**src/rtl/vu_pkg.sv**
```systemverilog
`default_nettype none
// +----------------------------------------------------------------------+
// | Module : vu_pkg                                                      |
// | Purpose: Shared defaults and helpers for the multi-channel VU meter. |
// |          sat_abs() returns the magnitude of a sign-extended sample,  |
// |          clamped to full scale 2^(width-1)-1.                        |
// | Ports  : none (package)                                              |
// | Rev    : 1.0  initial release                                        |
// +----------------------------------------------------------------------+
package vu_pkg;

  localparam int unsigned C_DEF_CHANNELS     = 2;
  localparam int unsigned C_DEF_WIDTH        = 8;
  localparam int unsigned C_DEF_DECAY_DIV    = 96;
  localparam int unsigned C_DEF_HOLD_STROBES = 48000;

  // The most negative sample has no positive twin; it clamps to full scale.
  function automatic logic [31:0] sat_abs(input logic signed [31:0] sample,
                                          input int unsigned         width);
    logic [31:0] fs;
    logic [31:0] mag;
    fs = (32'd1 << (width - 1)) - 32'd1;
    if (sample < 0) begin
      mag = 32'(-sample);
    end else begin
      mag = 32'(sample);
    end
    if (mag > fs) begin
      mag = fs;
    end
    return mag;
  endfunction

endpackage
`default_nettype wire

```
**src/rtl/vu_meter_array_channel.sv**
```systemverilog
`default_nettype none
// +----------------------------------------------------------------------+
// | Module : vu_meter_array_channel                                      |
// | Purpose: One VU meter channel: magnitude, envelope with instant      |
// |          attack and ticked linear decay, peak hold for the clip LED, |
// |          period-aligned duty latch and PWM compare.                  |
// | Ports  : clk, reset        clock / sync active-high reset            |
// |          strobe_i          audio sample strobe                       |
// |          audio_enable_i    0 forces magnitude to 0                   |
// |          decay_tick_i      shared envelope decay tick                |
// |          pwm_wrap_i        last cycle of the PWM period              |
// |          pwm_cnt_i         shared PWM counter                        |
// |          sample_i          signed audio sample                       |
// |          vu_pwm_o, clip_o  registered meter drive / clip indicator   |
// |          env_o             current envelope                          |
// | Rev    : 1.0  initial release                                        |
// +----------------------------------------------------------------------+
module vu_meter_array_channel
  import vu_pkg::*;
#(
  parameter int WIDTH        = 8,
  parameter int HOLD_STROBES = 48000
) (
  input  logic             clk,
  input  logic             reset,
  input  logic             strobe_i,
  input  logic             audio_enable_i,
  input  logic             decay_tick_i,
  input  logic             pwm_wrap_i,
  input  logic [WIDTH-2:0] pwm_cnt_i,
  input  logic [WIDTH-1:0] sample_i,
  output logic             vu_pwm_o,
  output logic             clip_o,
  output logic [WIDTH-2:0] env_o
);

  localparam int LW = WIDTH - 1;
  localparam int HW = (HOLD_STROBES > 1) ? $clog2(HOLD_STROBES) : 1;
  localparam logic [LW-1:0] C_FS       = '1;
  localparam logic [HW-1:0] C_HOLD_MAX = HW'(HOLD_STROBES - 1);
  localparam logic [HW-1:0] C_HOLD_ONE = HW'(1);
  localparam logic [LW-1:0] C_ENV_ONE  = LW'(1);

  logic [31:0]   w_abs;
  logic [LW-1:0] w_mag;
  logic          w_unused_abs;

  logic [LW-1:0] env_q, env_d;
  logic [LW-1:0] peak_q, peak_d;
  logic [HW-1:0] hold_q, hold_d;
  logic [LW-1:0] duty_q, duty_d;
  logic          vu_pwm_q;
  logic          clip_q;

  assign w_abs        = sat_abs({{(32-WIDTH){sample_i[WIDTH-1]}}, sample_i}, WIDTH);
  assign w_unused_abs = ^w_abs[31:LW];
  assign w_mag        = audio_enable_i ? w_abs[LW-1:0] : '0;

  always_comb begin
    env_d  = env_q;
    peak_d = peak_q;
    hold_d = hold_q;
    if (strobe_i) begin
      // Attack takes priority over a coincident decay tick.
      if (w_mag > env_q) begin
        env_d = w_mag;
      end else if (decay_tick_i && (env_q != '0)) begin
        env_d = env_q - C_ENV_ONE;
      end
      // Once the hold expires the peak tracks the freshly updated envelope.
      if (w_mag >= peak_q) begin
        peak_d = w_mag;
        hold_d = C_HOLD_MAX;
      end else if (hold_q != '0) begin
        hold_d = hold_q - C_HOLD_ONE;
      end else begin
        peak_d = env_d;
      end
    end
    // Duty only moves at the period boundary so a period is never split.
    duty_d = pwm_wrap_i ? env_q : duty_q;
  end

  always_ff @(posedge clk) begin
    if (reset) begin
      env_q    <= '0;
      peak_q   <= '0;
      hold_q   <= '0;
      duty_q   <= '0;
      vu_pwm_q <= 1'b0;
      clip_q   <= 1'b0;
    end else begin
      env_q    <= env_d;
      peak_q   <= peak_d;
      hold_q   <= hold_d;
      duty_q   <= duty_d;
      vu_pwm_q <= (pwm_cnt_i < duty_q);
      clip_q   <= (peak_q == C_FS);
    end
  end

  assign vu_pwm_o = vu_pwm_q;
  assign clip_o   = clip_q;
  assign env_o    = env_q;

endmodule
`default_nettype wire

```
**src/rtl/vu_meter_array.sv**
```systemverilog
`default_nettype none
// +----------------------------------------------------------------------+
// | Module : vu_meter_array                                              |
// | Purpose: Multi-channel VU meter driver. Holds the shared decay       |
// |          prescaler and PWM counter and one channel slice per input.  |
// | Ports  : clk, reset        clock / sync active-high reset            |
// |          audio_clk_enable  one-clk strobe per audio sample           |
// |          audio_enable      0 forces input magnitudes to 0            |
// |          audio_sample      packed signed samples, ch c at c*WIDTH    |
// |          vu_pwm            registered PWM meter drive per channel    |
// |          clip              registered clip indicator per channel     |
// |          test              [WIDTH-2:0] ch0 envelope, [15] decay tick |
// | Rev    : 1.0  initial release                                        |
// +----------------------------------------------------------------------+
module vu_meter_array
  import vu_pkg::*;
#(
  parameter int CHANNELS     = int'(C_DEF_CHANNELS),
  parameter int WIDTH        = int'(C_DEF_WIDTH),
  parameter int DECAY_DIV    = int'(C_DEF_DECAY_DIV),
  parameter int HOLD_STROBES = int'(C_DEF_HOLD_STROBES)
) (
  input  logic                      clk,
  input  logic                      reset,
  input  logic                      audio_clk_enable,
  input  logic                      audio_enable,
  input  logic [CHANNELS*WIDTH-1:0] audio_sample,
  output logic [CHANNELS-1:0]       vu_pwm,
  output logic [CHANNELS-1:0]       clip,
  output logic [15:0]               test
);

  localparam int LW = WIDTH - 1;
  localparam int DW = (DECAY_DIV > 1) ? $clog2(DECAY_DIV) : 1;
  localparam logic [DW-1:0] C_PRESC_MAX = DW'(DECAY_DIV - 1);
  localparam logic [DW-1:0] C_PRESC_ONE = DW'(1);
  localparam logic [LW-1:0] C_PWM_LAST  = {{(LW-1){1'b1}}, 1'b0};
  localparam logic [LW-1:0] C_PWM_ONE   = LW'(1);

  logic [DW-1:0] presc_q, presc_d;
  logic [LW-1:0] pwm_cnt_q, pwm_cnt_d;
  logic          w_decay_tick;
  logic          w_pwm_wrap;
  logic [LW-1:0] w_env [CHANNELS];
  logic [15:0]   w_test;

  assign w_decay_tick = audio_clk_enable && (presc_q == C_PRESC_MAX);
  // Counter runs 0..FS-1, giving a period of exactly FS clocks.
  assign w_pwm_wrap   = (pwm_cnt_q == C_PWM_LAST);

  always_comb begin
    presc_d = presc_q;
    if (audio_clk_enable) begin
      presc_d = w_decay_tick ? '0 : presc_q + C_PRESC_ONE;
    end
    pwm_cnt_d = w_pwm_wrap ? '0 : pwm_cnt_q + C_PWM_ONE;
  end

  always_ff @(posedge clk) begin
    if (reset) begin
      presc_q   <= '0;
      pwm_cnt_q <= '0;
    end else begin
      presc_q   <= presc_d;
      pwm_cnt_q <= pwm_cnt_d;
    end
  end

  for (genvar c = 0; c < CHANNELS; c++) begin : g_ch
    vu_meter_array_channel #(
      .WIDTH        (WIDTH),
      .HOLD_STROBES (HOLD_STROBES)
    ) u_channel (
      .clk            (clk),
      .reset          (reset),
      .strobe_i       (audio_clk_enable),
      .audio_enable_i (audio_enable),
      .decay_tick_i   (w_decay_tick),
      .pwm_wrap_i     (w_pwm_wrap),
      .pwm_cnt_i      (pwm_cnt_q),
      .sample_i       (audio_sample[c*WIDTH +: WIDTH]),
      .vu_pwm_o       (vu_pwm[c]),
      .clip_o         (clip[c]),
      .env_o          (w_env[c])
    );
  end

  always_comb begin
    w_test         = '0;
    w_test[LW-1:0] = w_env[0];
    w_test[15]     = w_decay_tick;
  end

  assign test = w_test;

endmodule
`default_nettype wire

```
**config.mk**
```make
export PLATFORM = sky130hd
export DESIGN_NAME = vu_meter_array
export DESIGN_NICKNAME = d
export VERILOG_FILES = /design/src/rtl/vu_pkg.sv /design/src/rtl/vu_meter_array_channel.sv /design/src/rtl/vu_meter_array.sv
export SDC_FILE = /design/constraint.sdc
export NUM_CORES = 1
export LEC_CHECK = 0
export CAP_MARGIN = 10
export CORE_MARGIN = 1
export CORE_UTILIZATION = 36
export DETAILED_ROUTE_END_ITERATION = 8
export PLACE_DENSITY_LB_ADDON = 0.12
export SETUP_SLACK_MARGIN = 0.1
export SYNTH_ARGS = -nofsm -noshare
export SYNTH_HDL_FRONTEND = slang
export SYNTH_SLANG_ARGS = --single-unit
```
**constraint.sdc**
```tcl
create_clock -name clk -period 5.1 [get_ports clk]
set_clock_uncertainty 0.1 [all_clocks]
set_input_delay 0.51 -clock clk [delete_from_list [all_inputs] [get_ports clk]]
set_output_delay 0.51 -clock clk [all_outputs]
set_load 0.02 [all_outputs]
```
==> qor.yml <==
flow_run:
  maxCapViolCount: 0
cts:
  cts_tree: "built"
  numCtsBuffers: 9
  cts_htree_levels: 3
  cts_buffer_depth: 2
  clock_latency_ns: 0.34
  hold_buffers: 0
  clk_pin_slew_ns: 0.06
  root_buffer: "clkbuf_16"
  clock_sinks: 92
  cts.repair.resized: 0
  cts_setup_buffers: 0
synthesis:
  synth_simple_gate_area_share_pct: 19.55
  yosysTopAreaCell: "dfxtp_1"
  synth-edff-count: 0
  syn_area_per_cell_um2: 8.364
  synthTopCellsByArea: "dfxtp_1 (31%), ha_1 (11%), mux2i_1 (6.5%)"
  synth_top_family_by_area: "compound AO/OA/AOI/OAI gates"
  ys.flop_type: "dfxtp_1"
  netlist_instances: 714
  synthAdderAreaFrac_pct: 10.69
  synth.distinct_cells: 78
  synth.area.mux_share_pct: 7.291
  synth_compound_gate_area_share_pct: 19.92
  yosysWarnings: 0
  synth.top_cell.area_share_pct: 30.84
  yosysSeqAreaShare_pct: 30.84
  synth-seq-cells: 92
  synth_area_um2: 5972
  async_flop_share_pct: 0
  synthXorXnorAreaFrac_pct: 4.693
route:
  route.detailed.drc: 0
  wl_per_cell_um: 15.07
  viasPerCell: 5.282
  ant_nets: 0
  drt_first_iter_violations: 203
  num_vias: 5034
  drt_wl_total_um: 14360
  firstDrtPassIters: 4
floorplan:
  die_w_um: 130.8
  num_rows: 46
  start_util_pct: 37.19
  dieArea_um2: 17110
  core_um2: 16060
  die_h_um: 130.8
  pin_count: 40
critical_path:
  cp-end-kind: "flop"
  worstSetupPathType: "in -> reg"
  r2r_setup_slack_ns: 2.38
  crit_fanout: 6
  crit_arrival_ns: 4.37
  worst_path_largest_cell_delay_ns: 0.47
  startpoint_type: "primary input"
  reg2reg_to: "g_ch[0].u_channel.peak_q[0]"
  crit_required_ns: 5.26
  slowest_stage: "clkdlybuf4s50_1"
  crit_chain: "clkdlybuf4s50_1 > inv_1 > ha_1 > or3b_2 > and3b_1 > o31ai_1 > inv_1 > ha_1 > a21o_1 > a221o_1 > a41o_1 > nor2_2 > mux2_2 > o22ai_1"
  r2r_cells: 8
  r2r_start: "g_ch[0].u_channel.env_o[4]"
cells_and_area:
  fillers: 1605
  syn_to_final_growth_pct: 12.86
  nets: 803
  final_cell_count_no_fill: 953
  layout-drive-gt1-share_pct: 7.327
  diodes: 0
power:
  p_int_uw: 1488
  clockPowerShare_pct: 32.9
  power_frac_seq_pct: 38.9
  p_sw_uw: 716.2
  p_leak_uw: 0.002463
  ir_drop_mv: 0.1537
  p_comb_share_pct: 28.3
  total_power_uw: 2204
  p_per_area_nw_per_um2: 327.0
  swShare_pct: 32.50
hold_path:
  min_to: "g_ch[0].u_channel.hold_q[0]"
  hp-start: "g_ch[0].u_channel.hold_q[0]"
  hold_class: "reg -> reg"
  whs_path_depth: 1
global_routing:
  antenna_found_initial: 0
  grt_overflow: 0
  top_usage_layer: "met2"
  grt_pass1_vias: 4916
  grt_first_pass_wirelength_um: 24610
  track_usage_pct: 18.25
  grt_max_degree: 72
  use_met2_pct: 29.16
  use_met3_pct: 2.565
  met1_usage_pct: 25.11
placed_design:
  gp_congestion: 0.8380
  port_buffers: 31
  detailed_place_hpwl_um: 10380
  place_ws_ns: 0.5200
  dp.cells: 937
timing:
  tightest_slew_ns: 0.8223
  max_clock_freq_mhz: 237.5
  relSlewSlack_pct: 44.98
  setup_ws_ns: 0.8902
  setup-violations-final: 0
  fin_crit_ns: 4.210
  tns_ns: 0
  drv_slew: 0
  fin_crit_sh_pct: 82.55
  rsz0062_at_grt: "no"
  hold_viol_final: 0
status:
  status: "finished, final reports clean"
## registers in the layout (all words and copies together), names as in the netlist
| name | cells |
|---|---|
| g_ch.u_channel.vu_pwm_o | 2 |
| g_ch.u_channel.hold_q | 32 |
| g_ch.u_channel.peak_q | 14 |
| g_ch.u_channel.env_o | 14 |
| g_ch.u_channel.duty_q | 14 |
| presc_q | 7 |
| g_ch.u_channel.clip_o | 2 |
| pwm_cnt_q | 7 |
## logic make-up (layout without fill, tap and decap cells)
group	Yosys count	after routing
AO/OA/AOI/OAI	174	174
XOR/XNOR	32	32
adder cells (fa/ha/maj)	51	51
buffers and inverters	95	111
flip-flops	92	92
multiplexers	43	43
other	1	8
AND/OR/NAND/NOR	226	226
## layer usage
| metal | vias up | share of wire [%] |
|---|---|---|
| met5 | - | 0 |
| met4 | 0 | 0.36 |
| met3 | 2 | 2.3 |
| met2 | 55 | 46 |
| met1 | 2380 | 51 |
| li1 | 2597 | - |
## power groups by stage
| stage | combinational [uW] | sequential (uW) | clock [uW] |
|---|---|---|---|
| 2_1_floorplan | 475 | 857 | 0 |
| 3_3_place_gp | 612 | 870 | 0 |
| 3_5_place_dp | 619 | 871 | 0 |
| 4_1_cts | 623 | 855 | 755 |
| 5_1_grt | 701 | 865 | 780 |
| 6_report | 623 | 856 | 725 |
## worst max-delay path: cells and delay by family
family / cells / cell delay, ns
AOI/OAI and AO/OA: 5 / 1.31
buffers and inverters: 3 / 0.70
adders and majority gates: 2 / 0.49
and+or+nand+nor: 3 / 0.97
muxes: 1 / 0.38
## cell usage in the layout, fill, tap and decap left out, types with 10 or more instances in the layout
| cell | n |
|---|---|
| dfxtp_1 | 92 |
| nor2_1 | 61 |
| inv_1 | 58 |
| nand2_1 | 54 |
| ha_1 | 51 |
| a21oi_1 | 44 |
| mux2i_1 | 39 |
| clkdlybuf4s50_1 | 30 |
| o21ai_0 | 25 |
| nor3_1 | 22 |
| xnor2_1 | 19 |
| o22ai_1 | 17 |
| nand3_1 | 14 |
| xor2_1 | 13 |
| a31oi_1 | 11 |
| nor4_1 | 11 |
| a21o_1 | 11 |
| a211oi_1 | 10 |
## Yosys cell counts, types with 11 or more instances
| master | instances |
|---|---|
| a21o_1 | 11 |
| a21oi_1 | 44 |
| a31oi_1 | 11 |
| buf_4 | 13 |
| clkbuf_1 | 20 |
| dfxtp_1 | 92 |
| ha_1 | 51 |
| inv_1 | 58 |
| mux2i_1 | 39 |
| nand2_1 | 54 |
| nand3_1 | 14 |
| nor2_1 | 61 |
| nor3_1 | 22 |
| nor4_1 | 11 |
| o21ai_0 | 25 |
| o22ai_1 | 17 |
| xnor2_1 | 19 |
| xor2_1 | 13 |
## how the worst max path moves through the flow
| stage | startpoint | end | slack (ns) | depth (start not counted) |
|---|---|---|---|---|
| 6_report | audio_sample[0] | g_ch[0].u_channel.peak_q[0] | 0.89 | 14 |
| 2_1_floorplan | audio_sample[1] | g_ch[0].u_channel.peak_q[0] | 1.42 | 13 |
| 5_1_grt | audio_sample[0] | g_ch[0].u_channel.peak_q[0] | 0.61 | 14 |
| 3_3_place_gp | audio_sample[8] | g_ch[1].u_channel.peak_q[2] | 0.67 | 14 |
| 4_1_cts | audio_sample[0] | g_ch[0].u_channel.peak_q[0] | 0.89 | 14 |
| 3_5_place_dp | audio_sample[0] | g_ch[0].u_channel.peak_q[0] | 0.52 | 14 |
## area by class of cell
| class | instances | area (um^2) | area share [%] |
|---|---|---|---|
| sequential | 92 | 1842 | 27.33 |
| tap | 216 | 270.3 | 4.010 |
| clock inverter | 4 | 72.57 | 1.077 |
| clock buffer | 12 | 246.5 | 3.657 |
| multi-input combinational | 534 | 3741 | 55.50 |
| timing repair buffer | 37 | 350.3 | 5.198 |
| inverter | 58 | 217.7 | 3.230 |
## through the flow
step | cell area (um^2) | hold slack, ns | util (%)
floorplan | 5998 | 0.3367 | -
finish | 6740 | 0.3642 | 41.97
global placement | 6421 | 0.3525 | 39.99
global route | 6740 | 0.3822 | 41.97
CTS | 6740 | 0.3652 | 41.97
detailed placement | 6421 | 0.3531 | 39.99
No activity file was read; power rests on OpenSTA's default activity.
